File: src/rtl/alu_pkg.sv
// Shared constants for the ALU command sequencer: opcodes, one-hot select
// encodings and the sequencer FSM state type.
package alu_pkg;

  localparam logic [2:0] OP_AND   = 3'd0;
  localparam logic [2:0] OP_OR    = 3'd1;
  localparam logic [2:0] OP_NOT   = 3'd2;
  localparam logic [2:0] OP_XOR   = 3'd3;
  localparam logic [2:0] OP_ADD   = 3'd4;
  localparam logic [2:0] OP_SUB   = 3'd5;
  localparam logic [2:0] OP_MULT  = 3'd6;
  localparam logic [2:0] OP_CLEAR = 3'd7;

  localparam logic [2:0] IN_SEL_PERSIST = 3'b100;
  localparam logic [2:0] IN_SEL_LOAD    = 3'b010;
  localparam logic [2:0] IN_SEL_RESET   = 3'b001;

  localparam logic [6:0] OUT_SEL_AND  = 7'b1000000;
  localparam logic [6:0] OUT_SEL_OR   = 7'b0100000;
  localparam logic [6:0] OUT_SEL_NOT  = 7'b0010000;
  localparam logic [6:0] OUT_SEL_XOR  = 7'b0001000;
  localparam logic [6:0] OUT_SEL_ADD  = 7'b0000100;
  localparam logic [6:0] OUT_SEL_SUB  = 7'b0000010;
  localparam logic [6:0] OUT_SEL_MULT = 7'b0000001;

  typedef enum logic [1:0] {
    IDLE  = 2'd0,
    ISSUE = 2'd1,
    WAIT  = 2'd2,
    RESP  = 2'd3
  } seq_state_e;

endpackage

File: src/rtl/alu_op_decode.sv
// Combinational opcode decoder: opcode to one-hot ALU output select, plus a
// flag marking the CLEAR opcode.
module alu_op_decode
  import alu_pkg::*;
(
  input  logic [2:0] op_i,
  output logic [6:0] out_sel_o,
  output logic       is_clear_o
);

  // CLEAR has no ALU operation of its own; it parks on AND, the reset select.
  always_comb begin
    out_sel_o  = OUT_SEL_AND;
    is_clear_o = 1'b0;
    case (op_i)
      OP_AND:   out_sel_o = OUT_SEL_AND;
      OP_OR:    out_sel_o = OUT_SEL_OR;
      OP_NOT:   out_sel_o = OUT_SEL_NOT;
      OP_XOR:   out_sel_o = OUT_SEL_XOR;
      OP_ADD:   out_sel_o = OUT_SEL_ADD;
      OP_SUB:   out_sel_o = OUT_SEL_SUB;
      OP_MULT:  out_sel_o = OUT_SEL_MULT;
      OP_CLEAR: is_clear_o = 1'b1;
      default:  out_sel_o = OUT_SEL_AND;
    endcase
  end

endmodule

File: src/rtl/alu_cmd_sequencer.sv
// Host-side ALU driver: one command in flight, registered ALU lines, result
// capture after ALU_LATENCY cycles. Chained operands are enabled by ALU_SEQ_CHAIN_EN.
module alu_cmd_sequencer
  import alu_pkg::*;
#(
  parameter int ALU_LATENCY = 1,
  parameter int WIDTH       = 8
) (
  input  logic             clk,
  input  logic             rst_n,
  input  logic             cmd_valid,
  output logic             cmd_ready,
  input  logic [2:0]       cmd_op,
  input  logic [WIDTH-1:0] cmd_a,
  input  logic [WIDTH-1:0] cmd_b,
  input  logic             cmd_chain,
  output logic             rsp_valid,
  input  logic             rsp_ready,
  output logic [WIDTH-1:0] rsp_data,
  output logic             rsp_ovf,
  output logic             rsp_err,
  output logic [2:0]       alu_in_sel,
  output logic [WIDTH-1:0] alu_num1,
  output logic [WIDTH-1:0] alu_num2,
  output logic [6:0]       alu_out_sel,
  input  logic [WIDTH-1:0] alu_result,
  input  logic             alu_ovf
);

  seq_state_e       state_q, state_d;
  logic             clr_q, clr_d;
  logic             chain_q, chain_d;
  logic [2:0]       cnt_q, cnt_d;
  logic             have_result_q, have_result_d;
  logic [WIDTH-1:0] rsp_data_q, rsp_data_d;
  logic             rsp_ovf_q, rsp_ovf_d;
  logic             rsp_err_q, rsp_err_d;
  logic [2:0]       in_sel_q, in_sel_d;
  logic [WIDTH-1:0] num1_q, num1_d;
  logic [WIDTH-1:0] num2_q, num2_d;
  logic [6:0]       out_sel_q, out_sel_d;

  logic [6:0]       dec_out_sel;
  logic             dec_is_clear;
  logic             chain_req;

  alu_op_decode u_decode (
    .op_i       (cmd_op),
    .out_sel_o  (dec_out_sel),
    .is_clear_o (dec_is_clear)
  );

`ifdef ALU_SEQ_CHAIN_EN
  assign chain_req = cmd_chain;
`else
  logic unused_chain;
  assign unused_chain = cmd_chain;
  assign chain_req    = 1'b0;
`endif

  always_ff @(posedge clk) begin
    if (!rst_n) begin
      state_q       <= IDLE;
      clr_q         <= 1'b0;
      chain_q       <= 1'b0;
      cnt_q         <= 3'd0;
      have_result_q <= 1'b0;
      rsp_data_q    <= '0;
      rsp_ovf_q     <= 1'b0;
      rsp_err_q     <= 1'b0;
      in_sel_q      <= IN_SEL_RESET;
      num1_q        <= '0;
      num2_q        <= '0;
      out_sel_q     <= OUT_SEL_AND;
    end else begin
      state_q       <= state_d;
      clr_q         <= clr_d;
      chain_q       <= chain_d;
      cnt_q         <= cnt_d;
      have_result_q <= have_result_d;
      rsp_data_q    <= rsp_data_d;
      rsp_ovf_q     <= rsp_ovf_d;
      rsp_err_q     <= rsp_err_d;
      in_sel_q      <= in_sel_d;
      num1_q        <= num1_d;
      num2_q        <= num2_d;
      out_sel_q     <= out_sel_d;
    end
  end

  // ALU lines are loaded on the accept edge so they are live throughout ISSUE.
  always_comb begin
    state_d       = state_q;
    clr_d         = clr_q;
    chain_d       = chain_q;
    cnt_d         = cnt_q;
    have_result_d = have_result_q;
    rsp_data_d    = rsp_data_q;
    rsp_ovf_d     = rsp_ovf_q;
    rsp_err_d     = rsp_err_q;
    in_sel_d      = in_sel_q;
    num1_d        = num1_q;
    num2_d        = num2_q;
    out_sel_d     = out_sel_q;

    case (state_q)
      IDLE: begin
        if (cmd_valid) begin
          if (chain_req && !dec_is_clear && !have_result_q) begin
            rsp_data_d = '0;
            rsp_ovf_d  = 1'b0;
            rsp_err_d  = 1'b1;
            state_d    = RESP;
          end else begin
            clr_d     = dec_is_clear;
            chain_d   = chain_req && !dec_is_clear;
            rsp_err_d = 1'b0;
            out_sel_d = dec_out_sel;
            if (dec_is_clear) begin
              in_sel_d      = IN_SEL_RESET;
              num1_d        = '0;
              num2_d        = '0;
              have_result_d = 1'b0;
            end else begin
              in_sel_d = (chain_req) ? IN_SEL_PERSIST : IN_SEL_LOAD;
              num1_d   = cmd_a;
              num2_d   = cmd_b;
            end
            state_d = ISSUE;
          end
        end
      end

      // After a persist issue, operand A is refreshed with the previous result
      // so that the idle re-load leaves the ALU state unchanged.
      ISSUE: begin
        in_sel_d = IN_SEL_LOAD;
        if (chain_q) begin
          num1_d = rsp_data_q;
        end
        cnt_d   = 3'(ALU_LATENCY - 1);
        state_d = WAIT;
      end

      WAIT: begin
        if (cnt_q == 3'd0) begin
          if (clr_q) begin
            rsp_data_d = '0;
            rsp_ovf_d  = 1'b0;
          end else begin
            rsp_data_d    = alu_result;
            rsp_ovf_d     = alu_ovf;
            have_result_d = 1'b1;
          end
          rsp_err_d = 1'b0;
          state_d   = RESP;
        end else begin
          cnt_d = cnt_q - 3'd1;
        end
      end

      RESP: begin
        if (rsp_ready) begin
          state_d = IDLE;
        end
      end

      default: state_d = IDLE;
    endcase
  end

  assign cmd_ready   = (state_q == IDLE);
  assign rsp_valid   = (state_q == RESP);
  assign rsp_data    = rsp_data_q;
  assign rsp_ovf     = rsp_ovf_q;
  assign rsp_err     = rsp_err_q;
  assign alu_in_sel  = in_sel_q;
  assign alu_num1    = num1_q;
  assign alu_num2    = num2_q;
  assign alu_out_sel = out_sel_q;

endmodule
File: config.mk
export PLATFORM = sky130hd
export DESIGN_NAME = alu_cmd_sequencer
export DESIGN_NICKNAME = d
export VERILOG_FILES = /design/src/rtl/alu_pkg.sv /design/src/rtl/alu_op_decode.sv /design/src/rtl/alu_cmd_sequencer.sv
export SDC_FILE = /design/constraint.sdc
export NUM_CORES = 1
export LEC_CHECK = 0
export CAP_MARGIN = 30
export CORE_MARGIN = 2
export CORE_UTILIZATION = 44
export CTS_BUF_LIST = sky130_fd_sc_hd__clkbuf_8
export DETAILED_ROUTE_END_ITERATION = 10
export PLACE_DENSITY = 0.82
export SETUP_SLACK_MARGIN = 0.1
export SLEW_MARGIN = 25
export SYNTH_ARGS = -nofsm -noshare
export SYNTH_HDL_FRONTEND = slang
export SYNTH_SLANG_ARGS = --single-unit
File: constraint.sdc
create_clock -name clk -period 1.7 [get_ports clk]
set_input_delay 0.34 -clock clk [delete_from_list [all_inputs] [get_ports clk]]
set_output_delay 0.34 -clock clk [all_outputs]
set_load 0.05 [all_outputs]
==> qor.yml <==
port_buffers: 67
slowest_delay_ns: 0.40
cts_tree: "yes"
die_w_um: 66.5
drtPass1Iterations: 6
drv_cap: 0
fin_area_um2: 2570
cp_num_buf_inv: 2
crit_required_ns: 1.36
cp-startpoint: "state_q[1]$_SDFFE_PN0P_"
core-area_um2: 3720
grt_pass1_vias: 1471
avgSynthCellArea_um2: 8.63
tns_ns: 0
std_cell_rows: 22
cts-htree-levels: 2
gp_congestion: 0.756
antenna_cells: 0
yosys-top-cells-area: "dfxtp_1 (47%), nand2_1 (9.6%), a21boi_0 (7.4%), ha_1 (5.1%), nand3b_1 (3.9%)"
fin_crit_sh_pct: 88.0
p_per_area_nw_per_um2: 1430
p_leak_nw: 1.04
grt_pass1_wl_mm: 6.44
start_util_pct: 46.2
post_cts_buffers: 0
syn_to_final_growth_pct: 49.4
pin_count: 71
rsz0062_at_grt: "no"
endpoint_kind: "output pin"
finClkSkew_ns: 0.00768
cts_num_sinks: 40
worstSkewPairLatency_ns: 0.28
path_cells: "inv_1 -> ha_4 -> buf_12"
path_class: "reg -> out"
seq_area_frac_synth_pct: 46.6
worstPathArrival_ns: 1.16
postCtsHoldBufs: 0
gr-usage-all-layers_pct: 18.8
max_freq_mhz: 668
grt_max_degree: 15
wl_per_cell_um: 11.9
dp_hpwl_mm: 2.85
crit_path_top_delay_cell: "dfxtp_1"
rr_startpoint: "state_q[0]$_SDFFE_PN0P_"
min_period_ns: 1.50
crit_family: "flip-flops"
ir_worst_vdd_mv: 1.05
root_buffer: "clkbuf_8"
drtIter0Drc: 79
syn_area_um2: 1720
nets: 318
ys_types: 32
startpoint_type: "flop"
setup_violations: 0
globalRoute.totalOverflow: 0
clk_pin_slew_worst_paths_ns: 0.07
worstHoldStart: "alu_out_sel[5]$_SDFFE_PN0P_"
numCtsBuffers: 5
synth-edff-count: 0
yosys_warnings: 0
hp-class: "reg -> reg"
drc_errors: 0
hold_ws_ns: 0.451
viasPerCell: 4.91
yosysTopAreaCell: "dfxtp_1"
antenna_found_initial: 0
synth_ff_type: "dfxtp_1"
placed_area_um2: 2470
synthArstFlopShare_pct: 0
ant_nets: 0
vias: 1604
cp_max_fo: 7
die_h_um: 66.5
syn_inst: 199
drive_gt1_share_pct: 22.2
die-area_um2: 4420
wl_mm: 3.89
slew_viol_final: 0
cts_buffer_depth: 2
outcome: "finished, final reports clean"
fill_cells: 318
final_hold_viol_count: 0
ys_seq_elements: 40
synth_top_area_share_pct: 46.6
## area by class of cell
class                      instances  area [um^2]  area share [%]
clock buffer                       6         82.6            3.22
clock inverter                     2         7.51           0.293
inverter                           6         22.5           0.878
multi-input combinational        142          855            33.3
sequential                        40          801            31.2
tap                               48         60.1            2.34
timing repair buffer              83          738            28.8
## placed cells by master, fill, tap and decap left out, types with 2 or more instances in the layout
| master | netlist | layout |
|---|---|---|
| buf_12 | 0 | 3 |
| and2_1 | 2 | 2 |
| nand2b_1 | 4 | 4 |
| nand3b_1 | 9 | 9 |
| clkdlybuf4s50_1 | 0 | 31 |
| or4b_1 | 2 | 2 |
| nand4b_1 | 3 | 3 |
| dfxtp_1 | 40 | 40 |
| nor2b_1 | 3 | 3 |
| a21boi_1 | 1 | 2 |
| clkbuf_8 | 0 | 6 |
| nand2_1 | 44 | 44 |
| o22ai_1 | 8 | 8 |
| ha_1 | 7 | 5 |
| nand3_1 | 10 | 10 |
| a21boi_0 | 17 | 16 |
| nor3_1 | 3 | 2 |
| conb_1 | 1 | 2 |
| a21oi_1 | 9 | 9 |
| nor3b_1 | 2 | 2 |
| buf_4 | 2 | 49 |
| o21ai_0 | 4 | 4 |
| inv_1 | 6 | 8 |
| nor2_1 | 4 | 4 |
## flip-flops by register name, indices dropped and copies added (netlist names)
name and cells:
cnt_q 3, rsp_ovf 1, rsp_data 8, alu_num1 8
state_q 2, alu_in_sel 2, alu_out_sel 7, clr_q 1
alu_num2 8
## report_power, final
| part | total [mW] | internal [mW] | switching [mW] |
|---|---|---|---|
| Clock | 0.607 | 0.318 | 0.289 |
| Sequential | 1.21 | 1.11 | 0.104 |
| Combinational | 1.85 | 0.679 | 1.17 |
| Total | 3.67 | 2.11 | 1.56 |
## path summary, 6_finish.rpt
check | end | slack (ns) | cells after the start
worst max-delay path | cmd_ready | 0.20 | 3
worst min-delay path | alu_out_sel[5]$_SDFFE_PN0P_ | 0.45 | 2
worst max register to register | alu_out_sel[2]$_SDFFE_PN0P_ | 0.21 | 5
worst min register to register | alu_out_sel[5]$_SDFFE_PN0P_ | 0.45 | 2
## synthesized netlist by cell type (all sizes together) (2+ instances only)
| cell | number |
|---|---|
| o21ai | 5 |
| nand3b | 9 |
| or4b | 2 |
| and2 | 3 |
| a21oi | 9 |
| nor3 | 3 |
| nand3 | 10 |
| nand2b | 4 |
| nor2 | 4 |
| clkbuf | 6 |
| a21boi | 18 |
| nand4b | 3 |
| nor3b | 2 |
| ha | 7 |
| o22ai | 8 |
| buf | 6 |
| inv | 6 |
| nor2b | 3 |
| dfxtp | 40 |
| nand2 | 45 |
## worst reg2reg max path: stages, from the launching register on
cell and delay, ns:
dfxtp_1 0.34, inv_1 0.15, ha_4 0.21, nand2_2 0.08, or4b_1 0.49, a21boi_0 0.16
## per-layer routing
metal	share of wire [%]	GRT usage [%]
met3	5.5	5.57
met2	49	30.8
met1	44	23.5
met5	0	0
met4	1.1	6.12
## per-stage QoR
stage | utilization [%] | total power, mW | std cells | worst slack, ns
floorplan | - | 2.47 | 200 | 0.126
global placement | 66.4 | 3.05 | 319 | 0.00828
detailed placement | 66.4 | 3.07 | 319 | 0.00618
CTS | 68.9 | 3.69 | 327 | 0.165
global route | 69.1 | 3.90 | 327 | 0.101
finish | 69.1 | 3.67 | 327 | 0.203
## timing repair
item | CTS | global route
endpoints found under the hold margin | 0 | 0
endpoints found under the setup margin | 0 | 6
gates resized for setup | 0 | 3
## logic make-up after synthesis
family | share of synthesized area, %
flops | 46.6
mux | 0.583
simple gates | 25.8
compound gates | 16.7
fa+ha+maj | 5.10
buf+inv | 5.02
other cells | 0.218
No activity file was read; power rests on OpenSTA's default activity.
